==> src/rtl/sseg_scan_ctrl_pkg.sv <==
// Shared types and widths for the seven-segment scan controller.
// Also holds the leading-zero blanking rule so other display blocks can reuse it.
package sseg_scan_ctrl_pkg;

    localparam int DIGIT_IDX_W = 2;
    localparam int NIBBLE_W    = 4;
    localparam int NUM_DIGITS  = 4;
    localparam int DATA_W      = NUM_DIGITS * NIBBLE_W;

    typedef enum logic {
        EMPTY,
        PENDING
    } load_state_e;

    // A digit is blanked when it and every digit to its left carry a zero
    // nibble and no decimal point; the rightmost digit is always shown.
    function automatic logic leading_zero_blank(
        input logic [DATA_W-1:0]      data,
        input logic [NUM_DIGITS-1:0]  dp,
        input logic [DIGIT_IDX_W-1:0] idx
    );
        logic blank;
        blank = (idx != '0);
        for (int k = 0; k < NUM_DIGITS; k++) begin
            if (k >= int'(idx)) begin
                if ((data[k*NIBBLE_W +: NIBBLE_W] != '0) || dp[k]) begin
                    blank = 1'b0;
                end
            end
        end
        return blank;
    endfunction

endpackage

==> src/rtl/sseg_scan_ctrl_refresh_prescaler.sv <==
// Free-running divider that marks the last clock cycle of every digit slot.
// Counts 0..DIV-1 and wraps; slot_end is high while the count sits at DIV-1.
module refresh_prescaler #(
    parameter int DIV = 100000
) (
    input  logic clk,
    input  logic reset_n,
    output logic slot_end
);

    localparam int CNT_W = (DIV > 1) ? $clog2(DIV) : 1;
    localparam logic [CNT_W-1:0] LAST = CNT_W'(DIV - 1);

    logic [CNT_W-1:0] count_q;
    logic [CNT_W-1:0] count_d;

    // Next count: advance by one, folding back to zero after the last slot cycle.
    always_comb begin
        count_d = count_q + CNT_W'(1);
        if (count_q == LAST) begin
            count_d = '0;
        end
    end

    // Counter register with synchronous active-low clear.
    always_ff @(posedge clk) begin
        if (!reset_n) begin
            count_q <= '0;
        end else begin
            count_q <= count_d;
        end
    end

    assign slot_end = (count_q == LAST);

endmodule

==> src/rtl/sseg_scan_ctrl.sv <==
// Four-digit multiplexed display scan controller.
// New digits are staged in a pending register and only committed to the
// displayed (active) register at a frame boundary, so a frame never shows a
// mix of old and new digits. All digit outputs come from registers only.
module sseg_scan_ctrl
    import sseg_scan_ctrl_pkg::*;
#(
    parameter int REFRESH_DIV = 100000,
    parameter bit BLANK_LZ    = 1'b1
) (
    input  logic                   clk,
    input  logic                   reset_n,
    input  logic [DATA_W-1:0]      data_in,
    input  logic [NUM_DIGITS-1:0]  dp_in,
    input  logic                   load_valid,
    output logic                   load_ready,
    output logic [DIGIT_IDX_W-1:0] refreshcounter,
    output logic [NIBBLE_W-1:0]    digit_nibble,
    output logic                   digit_dp,
    output logic                   digit_blank,
    output logic                   frame_tick
);

    localparam logic [DIGIT_IDX_W-1:0] LAST_DIGIT = DIGIT_IDX_W'(NUM_DIGITS - 1);

    logic slot_end;
    logic frame_boundary;

    logic [DIGIT_IDX_W-1:0] refresh_q, refresh_d;
    logic                   frame_tick_q;
    load_state_e            state_q, state_d;
    logic [DATA_W-1:0]      pending_data_q, pending_data_d;
    logic [NUM_DIGITS-1:0]  pending_dp_q, pending_dp_d;
    logic [DATA_W-1:0]      active_data_q, active_data_d;
    logic [NUM_DIGITS-1:0]  active_dp_q, active_dp_d;

    refresh_prescaler #(
        .DIV (REFRESH_DIV)
    ) u_prescaler (
        .clk      (clk),
        .reset_n  (reset_n),
        .slot_end (slot_end)
    );

    assign frame_boundary = slot_end && (refresh_q == LAST_DIGIT);

    // Digit index steps once per slot and wraps naturally from 3 to 0.
    always_comb begin
        refresh_d = refresh_q;
        if (slot_end) begin
            refresh_d = refresh_q + DIGIT_IDX_W'(1);
        end
    end

    // Load handshake: accept one update when empty, hold it until the frame
    // boundary, then publish it to the active register and reopen.
    always_comb begin
        state_d        = state_q;
        pending_data_d = pending_data_q;
        pending_dp_d   = pending_dp_q;
        active_data_d  = active_data_q;
        active_dp_d    = active_dp_q;
        case (state_q)
            EMPTY: begin
                if (load_valid) begin
                    pending_data_d = data_in;
                    pending_dp_d   = dp_in;
                    state_d        = PENDING;
                end
            end
            PENDING: begin
                if (frame_boundary) begin
                    active_data_d = pending_data_q;
                    active_dp_d   = pending_dp_q;
                    state_d       = EMPTY;
                end
            end
            default: begin
                state_d = EMPTY;
            end
        endcase
    end

    // All controller state, cleared together by the synchronous reset.
    always_ff @(posedge clk) begin
        if (!reset_n) begin
            refresh_q      <= '0;
            frame_tick_q   <= 1'b0;
            state_q        <= EMPTY;
            pending_data_q <= '0;
            pending_dp_q   <= '0;
            active_data_q  <= '0;
            active_dp_q    <= '0;
        end else begin
            refresh_q      <= refresh_d;
            frame_tick_q   <= frame_boundary;
            state_q        <= state_d;
            pending_data_q <= pending_data_d;
            pending_dp_q   <= pending_dp_d;
            active_data_q  <= active_data_d;
            active_dp_q    <= active_dp_d;
        end
    end

    assign load_ready     = (state_q == EMPTY);
    assign refreshcounter = refresh_q;
    assign frame_tick     = frame_tick_q;
    assign digit_nibble   = active_data_q[{refresh_q, 2'b00} +: NIBBLE_W];
    assign digit_dp       = active_dp_q[refresh_q];
    assign digit_blank    = BLANK_LZ ? leading_zero_blank(active_data_q, active_dp_q, refresh_q)
                                     : 1'b0;

endmodule

==> config.mk <==
export PLATFORM = sky130hd
export DESIGN_NAME = sseg_scan_ctrl
export DESIGN_NICKNAME = d
export VERILOG_FILES = /design/src/rtl/sseg_scan_ctrl_pkg.sv /design/src/rtl/sseg_scan_ctrl_refresh_prescaler.sv /design/src/rtl/sseg_scan_ctrl.sv
export SDC_FILE = /design/constraint.sdc
export NUM_CORES = 1
export LEC_CHECK = 0
export BUFFER_PORTS_ARGS = -buffer_cell sky130_fd_sc_hd__buf_4
export CAP_MARGIN = 20
export CORE_MARGIN = 4
export CORE_UTILIZATION = 40
export DETAILED_ROUTE_END_ITERATION = 7
export GPL_TIMING_DRIVEN = 1
export SLEW_MARGIN = 0
export SYNTH_ARGS = -nofsm -noshare
export SYNTH_HDL_FRONTEND = slang
export SYNTH_SLANG_ARGS = --single-unit
export TNS_END_PERCENT = 50
==> constraint.sdc <==
create_clock -name clk -period 2.8 [get_ports clk]
set_input_delay 0 -clock clk [delete_from_list [all_inputs] [get_ports clk]]
set_output_delay 0 -clock clk [all_outputs]
set_load 0.005 [all_outputs]
## Word level (Yosys, flattened, before mapping)

Index checks and enable logic that the tools add are counted.

| storage, ports and cells | value |
|---|---|
| bits of input ports | 23 |
| output and inout port bits | 10 |
| bits in registers | 61 |
| logic and storage cells | 44 |

| operators by class | value |
|---|---|
| eq/ne operators | 2 |
| reduce and logical (&&, ||, !) cells | 13 |
| muxes and demuxes | 12 |
| add/subtract/negate cells | 2 |
| bitwise logic cells | 2 |
| magnitude comparators | 4 |
| shift operators | 1 |

Operator list:

| cell | count |
|---|---|
| $add 17x1->17 const B | 1 |
| $eq 17x17->1 const B | 1 |
| $reduce_bool 4->1 | 4 |
| $shiftx 16x5->4 | 1 |
| $mux 1 | 10 |
| $ge 1x2->1 const A | 2 |
| $logic_or 1x1->1 | 4 |
| $reduce_and 2->1 | 2 |
| $lt 2x3->1 const B | 1 |
| $add 2x1->2 const B | 1 |
| $bmux 1 s2 | 1 |
| $eq 2x2->1 const B | 1 |
| $ge 2x2->1 const A | 1 |
| $not 1->1 | 2 |
| $pmux 1 s2 | 1 |
| $reduce_bool 2->1 | 1 |
| $reduce_or 2->1 | 1 |
| $logic_and 1x1->1 | 1 |

## Logic depth before layout (Yosys ltp)

Gate-level depths: netlist of the first run.

| logic depth | value |
|---|---|
| depth after elaboration | 9 |
| depth in mapped cells | 6 |
| depth with buffers taken out | 5 |

## Hierarchy

From an unflattened synthesis of the first run, not the netlist that was laid out.

| unflattened totals | value |
|---|---|
| cells, all modules | 295 |
| area, all modules | 2620.0 um^2 |

By module, submodules not included:

| module | area an instance (um^2) | cells an instance | instances | sequential area each (um^2) |
|---|---|---|---|---|
| sseg_scan_ctrl | 1831.8 | 208 | 1 | 880.8 |
| refresh_prescaler | 788.3 | 87 | 1 | 340.3 |

## Worst setup path after synthesis of the first run

Ideal clock, no wire load.

| timing | value |
|---|---|
| path type | reg-to-reg |
| start | reg u_prescaler.count_q[0] |
| end | reg active_data_q[10] |
| data required time | 2.728 ns |
| clock period less this slack | 1.650 ns |
| cell stages (with the launch flop) | 7 |
| arrival | 1.579 ns |
| path buffers | 1 |
| setup time | 0.072 ns |
| setup slack | 1.150 ns |
| cell sequence | dfxtp_1 ha_1 and4_1 nand4_2 nor2_2 buf_4 mux2i_1 |

| between the ends | value |
|---|---|
| word-level cells in the longest chain between the ends | 3 |

RTL lines:

| element | line | source |
|---|---|---|
| from (decl) | sseg_scan_ctrl_refresh_prescaler.sv:14 | `logic [CNT_W-1:0] count_q;` |
| from (signal assigned) | sseg_scan_ctrl_refresh_prescaler.sv:30 | `count_q <= count_d;` |
| $eq 17x17->1 | sseg_scan_ctrl_refresh_prescaler.sv:34 | `assign slot_end = (count_q == LAST);` |
| $logic_and 1x1->1 | sseg_scan_ctrl.sv:45 | `assign frame_boundary = slot_end && (refresh_q == LAST_DIGIT);` |
| $reduce_and 2->1 (no source line) | -- |  |
| to (signal assigned) | sseg_scan_ctrl.sv:100 | `active_data_q <= active_data_d;` |
| to (decl) | sseg_scan_ctrl.sv:34 | `logic [DATA_W-1:0] active_data_q, active_data_d;` |

No other way between the ends.
A chain may end at the register's enable or synchronous reset.

## Worst setup path after layout of the first run

| timing | value |
|---|---|
| start | reg refresh_q[1], in the netlist refreshcounter[1] |
| end | out digit_blank |

| between the ends | value |
|---|---|
| word-level cells in the longest chain between the ends | 8 |
| elaborated cells between the ends (all ways) | 11 |
| those cells by class | order compare (3); mux (7); reduce/logical (1) |

RTL lines:

| element | line | source |
|---|---|---|
| from (decl) | sseg_scan_ctrl.sv:29 | `logic [DIGIT_IDX_W-1:0] refresh_q, refresh_d;` |
| from (signal assigned) | sseg_scan_ctrl.sv:95 | `refresh_q <= refresh_d;` |
| $reduce_bool 2->1 | sseg_scan_ctrl_pkg.sv:23 | `blank = (idx != '0);` |
| $mux 1 | sseg_scan_ctrl_pkg.sv:26 | `if ((data[k*NIBBLE_W +: NIBBLE_W] != '0) \|\| dp[k]) begin` |
| $mux 1 | sseg_scan_ctrl_pkg.sv:25 | `if (k >= int'(idx)) begin` |
| $mux 1 | sseg_scan_ctrl_pkg.sv:26 |  |
| $mux 1 | sseg_scan_ctrl_pkg.sv:25 |  |
| $mux 1 | sseg_scan_ctrl_pkg.sv:26 |  |
| $mux 1 * | sseg_scan_ctrl_pkg.sv:25 |  |
| $mux 1 * | sseg_scan_ctrl_pkg.sv:26 |  |
| to (decl) | sseg_scan_ctrl.sv:20 | `output logic digit_blank,` |

Mark *: on every way between the ends. The rest lies on a longest branch, timed or not.

==> flow_metrics.tcl, run 1 <==
set metrics [dict create \
    synth_cell_type_count 34 \
    netlist_area_mm2 0.00268 \
    dp_worst_setup_slack_ns 0.976 \
    holdPathStages 3 \
    synth-simple-area-share 0.248 \
    grt_pass1_vias 1958 \
    drc 0 \
    relSlewSlack 0.544 \
    ff2ff_setup_slack_ns 0.97 \
    fin_ws_ns 0.891 \
    nNetsFinal 376 \
    ys_warn_count 0 \
    diodes 0 \
    timing.hold.ws_ns 0.205 \
    rows 29 \
    finish.utilization 0.528 \
    grt_max_degree 69 \
    worst_skew_pair.late_latency_ns 0.33 \
    comb_power_share 0.060 \
    ios 33 \
    finalSetupTns_ns 0 \
    critPathRequiredTime_ns 2.80 \
    pwr-share-seq 0.489 \
    synthMuxAreaShare 0.121 \
    synth_adder_area_share 0.0234 \
    clockBufferDepth 2 \
    syn_inst 298 \
    ys_seq_area_frac 0.456 \
    max_stage_delay_ns 0.57 \
    reg2reg_from "u_prescaler.count_q[0]" \
    switching_share 0.216 \
    via_per_inst 4.86 \
    synth_top_flop_cell "dfxtp_1" \
    cp_max_fo 10 \
    ys_async_sr_fraction 0 \
    timing.final.crit_share 0.682 \
    cts_made_buffers 9 \
    cellInternalPower_mw 1.44 \
    start_util 0.417 \
    cts_tree "done" \
    power_per_cell_area_mw_per_mm2 544 \
    cts_hold_buf 21 \
    area_growth_pct 26.5 \
    gr-total-overflow 0 \
    synth_compound_area_frac 0.0705 \
    path_clk_slew_ns 0.06 \
    r2r_end "active_data_q[11]" \
    synth_top_family_by_area "simple AND/OR/NAND/NOR gates" \
    cp.arrival_ns 1.91 \
    die-area_mm2 0.00807 \
    coreArea_mm2 0.00642 \
    critical_path.slowest_cell "dfxtp_1" \
    ant_nets 0 \
    dr.first_iter.drc_count 76 \
    endpoint_kind "primary output" \
    gp_congestion 0.791 \
    drive_gt1_frac 0.181 \
    fillCellCount 610 \
    clkPwrFrac 0.451 \
    grt_usage 0.142 \
    synth-xor-area-share 0.0458 \
    min_to "active_data_q[13]" \
    fin_worst_skew_ns 0.00658 \
    root_buffer "clkbuf_8" \
    min_from "reset_n" \
    port_buffers 32 \
    synth_area_per_cell_um2 8.99 \
    cap_violations 0 \
    clkSinkCount 61 \
    hold_viol 0 \
    setup_violations 0 \
    startpoint_type "flop" \
    post_cts_buffers 0 \
    htreeDepth 3 \
    crit_type "reg -> out" \
    wl_per_cell_um 12.5 \
    syn-num-nets 326 \
    wl_um 5380 \
    leakagePower_nw 1.25 \
    status "finished clean" \
    post-route-min-period_ns 1.91 \
    cts_resized 0 \
    antenna_found_initial 0 \
    rr_worst_depth 6 \
    vias 2088 \
    tightestPinTransition_ns 0.683 \
    max_freq_mhz 524 \
    drt-pass1-iter-count 4 \
    final_max_slew_viol_count 0 \
    p_total_mw 1.84 \
    grt_setup_unrepaired "no" \
    die_h_um 89.8 \
    ir_worst_vdd_mv 0.223 \
    hp-class "in -> reg" \
    synth_seq_cells 61 \
    p_sw_mw 0.399 \
    die_width_um 89.8 \
    crit_chain "inv_1 -> ha_1 -> o22ai_1 -> o21ai_0 -> nor4_1 -> buf_4" \
    grt_pass1_wl_um 9250 \
    synth_edf_count 0 \
    hpwl_um 3520 \
]
how the worst max path moves through the flow:
stage                              end  slack, ns              startpoint
6_report                   digit_blank       0.89       refreshcounter[1]
5_1_grt                    digit_blank       0.66       refreshcounter[1]
4_1_cts                    digit_blank       0.85       refreshcounter[1]
3_5_place_dp   u_prescaler.count_q[12]       0.98  u_prescaler.count_q[0]
3_3_place_gp   u_prescaler.count_q[13]       1.05  u_prescaler.count_q[0]
2_1_floorplan        active_data_q[10]       1.15  u_prescaler.count_q[0]
critical path, delay by kind of cell (launching register included):
kind,cells,cell delay [ns]
adder cells (fa/ha/maj),1,0.20
buffers and inverters,2,0.32
flip-flops,1,0.57
AND/OR/NAND/NOR,1,0.26
AO/OA/AOI/OAI,2,0.23
synth_stat cells, drive strengths merged, types with 6 or more instances:
| cell | count | area (um^2) |
|---|---|---|
| xnor2 | 10 | 87.6 |
| nand3 | 9 | 50.1 |
| mux2i | 21 | 210 |
| nor2 | 17 | 66.3 |
| dfxtp | 61 | 1220 |
| clkbuf | 13 | 48.8 |
| nand2 | 87 | 327 |
| a21boi | 20 | 150 |
| inv | 6 | 22.5 |
layout make-up:
type,instances,area (um^2),share of cell area
multi-input cells,214,1360,0.402
flip-flops and latches,61,1220,0.360
repair buffers,56,473,0.140
clock buffers,9,124,0.0366
well taps,77,96.3,0.0284
clock inverters,7,90.1,0.0266
inverters,6,22.5,0.00665
flip-flops by register name, indices dropped and copies added, names as in the netlist:
signal and cells:
u_prescaler.count_q 17, active_data_q 16, pending_data_q 16, active_dp_q 4, pending_dp_q 4, refreshcounter 2, frame_tick 1, state_q 1
cells by family (layout without fill, tap and decap cells):
group / Yosys count / after routing
and+or+nand+nor: 142 / 142
DFF: 61 / 61
AOI/OAI and AO/OA: 27 / 27
muxes: 26 / 26
buffers and inverters: 23 / 78
xor gates and xnor gates: 14 / 14
adders and majority gates: 5 / 5
layer usage:
layer  up-vias  routed length [um]  track usage
met1       940                2770        0.196
met3        10                 234       0.0342
met4         0                 109       0.0741
li1       1105                   -            -
met5         -                   0            0
met2        33                2270        0.206
power by group through the flow:
stage / clock (mW) / combinational, mW / sequential (mW)
floorplan: 0 / 0.0522 / 0.918
global placement: 0 / 0.0873 / 0.920
detailed placement: 0 / 0.0878 / 0.921
CTS: 0.860 / 0.111 / 0.901
global route: 0.903 / 0.124 / 0.904
finish: 0.830 / 0.110 / 0.902
cells in the final DEF, fill, tap and decap left out, types with 8 or more instances in the layout:
cell           count
nand2_1           87
dfxtp_1           61
buf_4             35
mux2i_1           21
dlygate4sd3_1     21
a21boi_0          20
nor2_1            16
xnor2_1           10
clkbuf_8           9
nand3_1            8
stage by stage:
step                      instances  area, um^2
final                           430        3390
after global routing            430        3390
after CTS                       430        3390
after detailed placement        393        2960
after global placement          393        2960
after floorplan                 298        2680
(Power assumes the default switching activity.)
==> inputs of run 2 (changes only) <==
- clock period: 2.8 -> 1.8 ns (I/O delays scaled with it)
==> run 2 against run 1 <==
Net effect:
- die area unchanged
- via count grew 1.5%
- total power grew 65%
- clock skew rose by 0.0019 ns
- combinational power grew 65%
- core utilization is 1.6 points higher
- critical endpoint unchanged
==> flow_metrics.tcl, run 2 (same netlist as run 1, synthesis figures left out) <==
set metrics [dict create \
    status "finished clean" \
    stdcell_count 438 \
    via_per_inst 4.84 \
    post_cts_buffers 0 \
    fillCellCount 594 \
    coreArea_mm2 0.00642 \
    startpoint_type "flop" \
    worst_skew_pair.late_latency_ns 0.33 \
    max_stage_delay_ns 0.52 \
    die_width_um 89.8 \
    drc 0 \
    largest-register "u_prescaler.count_q" \
    grt_usage 0.145 \
    drt-pass1-iter-count 4 \
    timing.hold.ws_ns 0.103 \
    final_max_slew_viol_count 0 \
    cp.arrival_ns 1.78 \
    path_clk_slew_ns 0.07 \
    max_freq_mhz 562 \
    htreeDepth 3 \
    gr-total-overflow 0 \
    crit_type "reg -> out" \
    relSlewSlack 0.752 \
    rows 29 \
    finish.utilization 0.543 \
    ant_nets 0 \
    cp_max_fo 3 \
    die_h_um 89.8 \
    die-area_mm2 0.00807 \
    endpoint_kind "primary output" \
    fin_worst_skew_ns 0.00844 \
    grt_pass1_vias 2006 \
    cts_made_buffers 9 \
    wl_per_cell_um 12.4 \
    dp_cells 401 \
    vias 2120 \
    drive_gt1_frac 0.205 \
    ios 33 \
    cts_tree "done" \
    hp-class "in -> reg" \
    antenna_found_initial 0 \
    grt_max_degree 43 \
    final_cell_mix "nand2_1, dfxtp_1, buf_4" \
    crit_chain "or4_1 -> o22ai_1 -> o21ai_1 -> nor4_2 -> buf_4" \
    leakagePower_nw 1.31 \
    clkSinkCount 61 \
    nNetsFinal 384 \
    final_common_cell "nand2_1" \
    clockBufferDepth 2 \
    dr.first_iter.drc_count 68 \
    area_growth_pct 30.3 \
    reg_top3 "u_prescaler.count_q (17), active_data_q (16), pending_data_q (16)" \
    largest_reg_flops 17 \
    port_buffers 32 \
    cap_violations 0 \
    timing.final.crit_share 0.989 \
    critical_path.slowest_cell "or4_1" \
    root_buffer "clkbuf_8" \
    gp_congestion 0.765 \
    finalSetupTns_ns 0 \
    post-route-min-period_ns 1.78 \
    p_total_mw 3.04 \
    diodes 0 \
    setup_violations 0 \
    tightestPinTransition_ns 0.371 \
    grt_setup_unrepaired "yes" \
    hold_viol 0 \
    grt_pass1_wl_um 9580 \
    hpwl_um 3670 \
    critPathRequiredTime_ns 1.80 \
    start_util 0.417 \
    ir_worst_vdd_mv 0.425 \
    power_per_cell_area_mw_per_mm2 872 \
    wl_um 5430 \
]
-- run 2: cell count changes in the layout (fill, tap and decap cells not counted), sizes merged --
cell      previous run  this run
clkinv               3         1
clkinvlp             2         0
clkbuf               9        12
bufinv               2         3
buf                 35        43
-- run 2: report_power, final --
part | total, mW | internal (mW) | leakage, nW | switching [mW]
Clock | 1.46 | 0.957 | 0.121 | 0.504
Sequential | 1.40 | 1.38 | 0.496 | 0.0202
Combinational | 0.181 | 0.0995 | 0.693 | 0.0812
-- run 2: what timing repair did --
action	in CTS	in global routing
setup endpoints to repair	1	19
hold buffers	21	0
hold endpoints to repair	21	0
pin swaps	2	1
resized for setup	3	3
-- run 2: final timing paths --
path	startpoint	end	slack [ns]	cells past startpoint
worst max-delay path	active_data_q[4]	digit_blank	0.02	5
worst min-delay path	reset_n	frame_tick	0.10	3
worst max register to register	u_prescaler.count_q[1]	u_prescaler.count_q[10]	0.10	5
worst min register to register	pending_data_q[4]	active_data_q[4]	0.45	2
-- run 2: metal layers --
layer / track usage / routed length, um / vias up
li1: - / - / 1124
met4: 0.0690 / 83 / 0
met3: 0.0342 / 163 / 7
met1: 0.200 / 2790 / 961
met5: 0 / 0 / -
met2: 0.212 / 2390 / 28
-- run 2: cell type report --
class / instances / area (um^2) / area share
timing repair buffer: 64 / 537 / 0.154
clock inverter: 4 / 95.1 / 0.0272
tap: 77 / 96.3 / 0.0276
multi-input combinational: 214 / 1370 / 0.393
sequential: 61 / 1220 / 0.351
clock buffer: 12 / 145 / 0.0416
inverter: 6 / 22.5 / 0.00645
-- run 2: worst max-delay path: cells and delay by family, from the launching register on --
kind                   cells  cell delay [ns]
AOI/OAI and AO/OA          2             0.23
buffers and inverters      1             0.17
DFF                        1             0.33
and+or+nand+nor            2             0.72
-- run 2: per-stage QoR --
| stage | cell area, um^2 | setup WS (ns) |
|---|---|---|
| after global routing | 3490 | -0.0550 |
| after CTS | 3480 | -0.0694 |
| after detailed placement | 3020 | 0.0915 |
| after global placement | 3020 | 0.139 |
| after floorplan | 2680 | 0.150 |
| final | 3490 | 0.0206 |
==> inputs of run 3 (changes only) <==
- clock period: 1.8 -> 1.7 ns (I/O delays scaled with it)
==> run 3 against run 2 <==
Net effect:
- the flow now finishes with violations (setup timing)
- via count down 0.33%
- sequential share of layout area up 0.20 points
- global-route usage about the same
- flip-flop and latch count unchanged
- register-to-register slack about the same
- clock power down 16%
- setup slack worse by 0.035 ns
==> flow_metrics.tcl, run 3 (same netlist as run 1, synthesis figures left out) <==
set metrics [dict create \
    timing.hold.ws_ns 0.176 \
    clockBufferDepth 2 \
    rows 29 \
    post_cts_buffers 0 \
    cp.arrival_ns 1.71 \
    timing.final.crit_share 1.01 \
    via_per_inst 4.79 \
    port_buffers 32 \
    fin_worst_skew_ns 0.00805 \
    antenna_found_initial 0 \
    status "complete, but fails checks" \
    max_freq_mhz 583 \
    stdcell_count 441 \
    critical_path.slowest_cell "or4_1" \
    grt_pass1_wl_um 9700 \
    wl_um 5590 \
    grt_max_degree 60 \
    dp_worst_setup_slack_ns 0.105 \
    grt_pass1_vias 2115 \
    fin_area_mm2 0.00348 \
    die_h_um 89.8 \
    drive_gt1_frac 0.220 \
    hold_viol 0 \
    ant_nets 0 \
    max_stage_delay_ns 0.53 \
    tightestPinTransition_ns 0.505 \
    start_util 0.417 \
    die-area_mm2 0.00807 \
    relSlewSlack 0.663 \
    diodes 0 \
    p_total_mw 2.91 \
    root_buffer "clkbuf_8" \
    htreeDepth 3 \
    comb_power_share 0.069 \
    final_cell_mix "nand2_1, dfxtp_1, buf_4" \
    grt_setup_unrepaired "yes" \
    dr.first_iter.drc_count 68 \
    cts_made_buffers 9 \
    path_clk_slew_ns 0.07 \
    die_width_um 89.8 \
    p_sw_mw 0.648 \
    final_common_cell "nand2_1" \
    ir_worst_vdd_mv 0.458 \
    final_max_slew_viol_count 0 \
    violations "setup timing" \
    worst_skew_pair.late_latency_ns 0.32 \
    gp_congestion 0.864 \
    wl_per_cell_um 12.7 \
    hpwl_um 3790 \
    fin_ws_ns -0.0142 \
    finish.utilization 0.541 \
    reg_top3 "u_prescaler.count_q (17), active_data_q (16), pending_data_q (16)" \
    post-route-min-period_ns 1.71 \
    clkSinkCount 61 \
    gr-total-overflow 0 \
    coreArea_mm2 0.00642 \
    area_growth_pct 29.8 \
    drc 0 \
    drt-pass1-iter-count 4 \
    cts_tree "done" \
    setup_violations 1 \
    critPathRequiredTime_ns 1.70 \
    largest-register "u_prescaler.count_q" \
    endpoint_kind "primary output" \
    ios 33 \
    nNetsFinal 387 \
    cp_max_fo 3 \
    crit_chain "or4_1 -> o22ai_1 -> o21ai_1 -> nor4_2 -> buf_4" \
    leakagePower_nw 1.31 \
    largest_reg_flops 17 \
    cellInternalPower_mw 2.26 \
    finalSetupTns_ns -0.0142 \
    vias 2113 \
    startpoint_type "flop" \
    crit_type "reg -> out" \
    pwr-share-seq 0.510 \
    grt_usage 0.145 \
    power_per_cell_area_mw_per_mm2 836 \
    hp-class "in -> reg" \
    switching_share 0.223 \
    clkPwrFrac 0.421 \
    dp_cells 404 \
    dpl_cell_area_mm2 0.00306 \
    cap_violations 0 \
]
-- run 3: cell types whose count changed in the layout (fill, tap and decap cells not counted), moves of 2 or more --
cell | before | now
dfxtp_2 | 2 | 4
dfxtp_1 | 59 | 57
clkbuf_8 | 10 | 13
buf_4 | 42 | 45
bufinv_16 | 3 | 0
clkbuf_1 | 2 | 0
-- run 3: worst max-delay path: cells and delay by family (launching register included) --
| family | cells | cell delay, ns |
|---|---|---|
| buffers and inverters | 1 | 0.16 |
| and+or+nand+nor | 2 | 0.70 |
| AOI/OAI and AO/OA | 2 | 0.21 |
| DFF | 1 | 0.32 |
-- run 3: cell type report --
cell class / instances / area [um^2]
fillers: 588 / 2950
inverters: 6 / 22.5
flip-flops and latches: 61 / 1230
well taps: 77 / 96.3
multi-input cells: 214 / 1370
repair buffers: 67 / 568
clock buffers: 13 / 179
clock inverters: 3 / 17.5
-- run 3: timing repair --
| item | in CTS | in global routing |
|---|---|---|
| hold buffers | 21 | 0 |
| pin swaps | 2 | 1 |
| gates resized for setup | 3 | 3 |
| hold endpoints to repair | 21 | 0 |
| cloned | 0 | 0 |
| setup endpoints to repair | 5 | 2 |
-- run 3: worst paths after layout --
check / startpoint / to / slack [ns] / cells after the start
worst min-delay path: reset_n / active_data_q[14] / 0.18 / 3
worst min register to register: pending_data_q[3] / active_data_q[3] / 0.46 / 2
worst max register to register: u_prescaler.count_q[1] / u_prescaler.count_q[10] / 0.09 / 5
worst max-delay path: active_data_q[4] / digit_blank / -0.01 / 5
-- run 3: per-layer routing --
layer  GRT usage  routed length (um)
met1       0.192                2890
met2       0.221                2470
met3      0.0342                 157
met4      0.0741                  80
met5           0                   0
-- run 3: power by group through the flow --
stage | combinational, mW | clock, mW | sequential (mW)
floorplan | 0.0859 | 0 | 1.51
global placement | 0.163 | 0 | 1.51
detailed placement | 0.165 | 0 | 1.52
CTS | 0.204 | 1.26 | 1.48
global route | 0.228 | 1.33 | 1.49
finish | 0.201 | 1.22 | 1.48
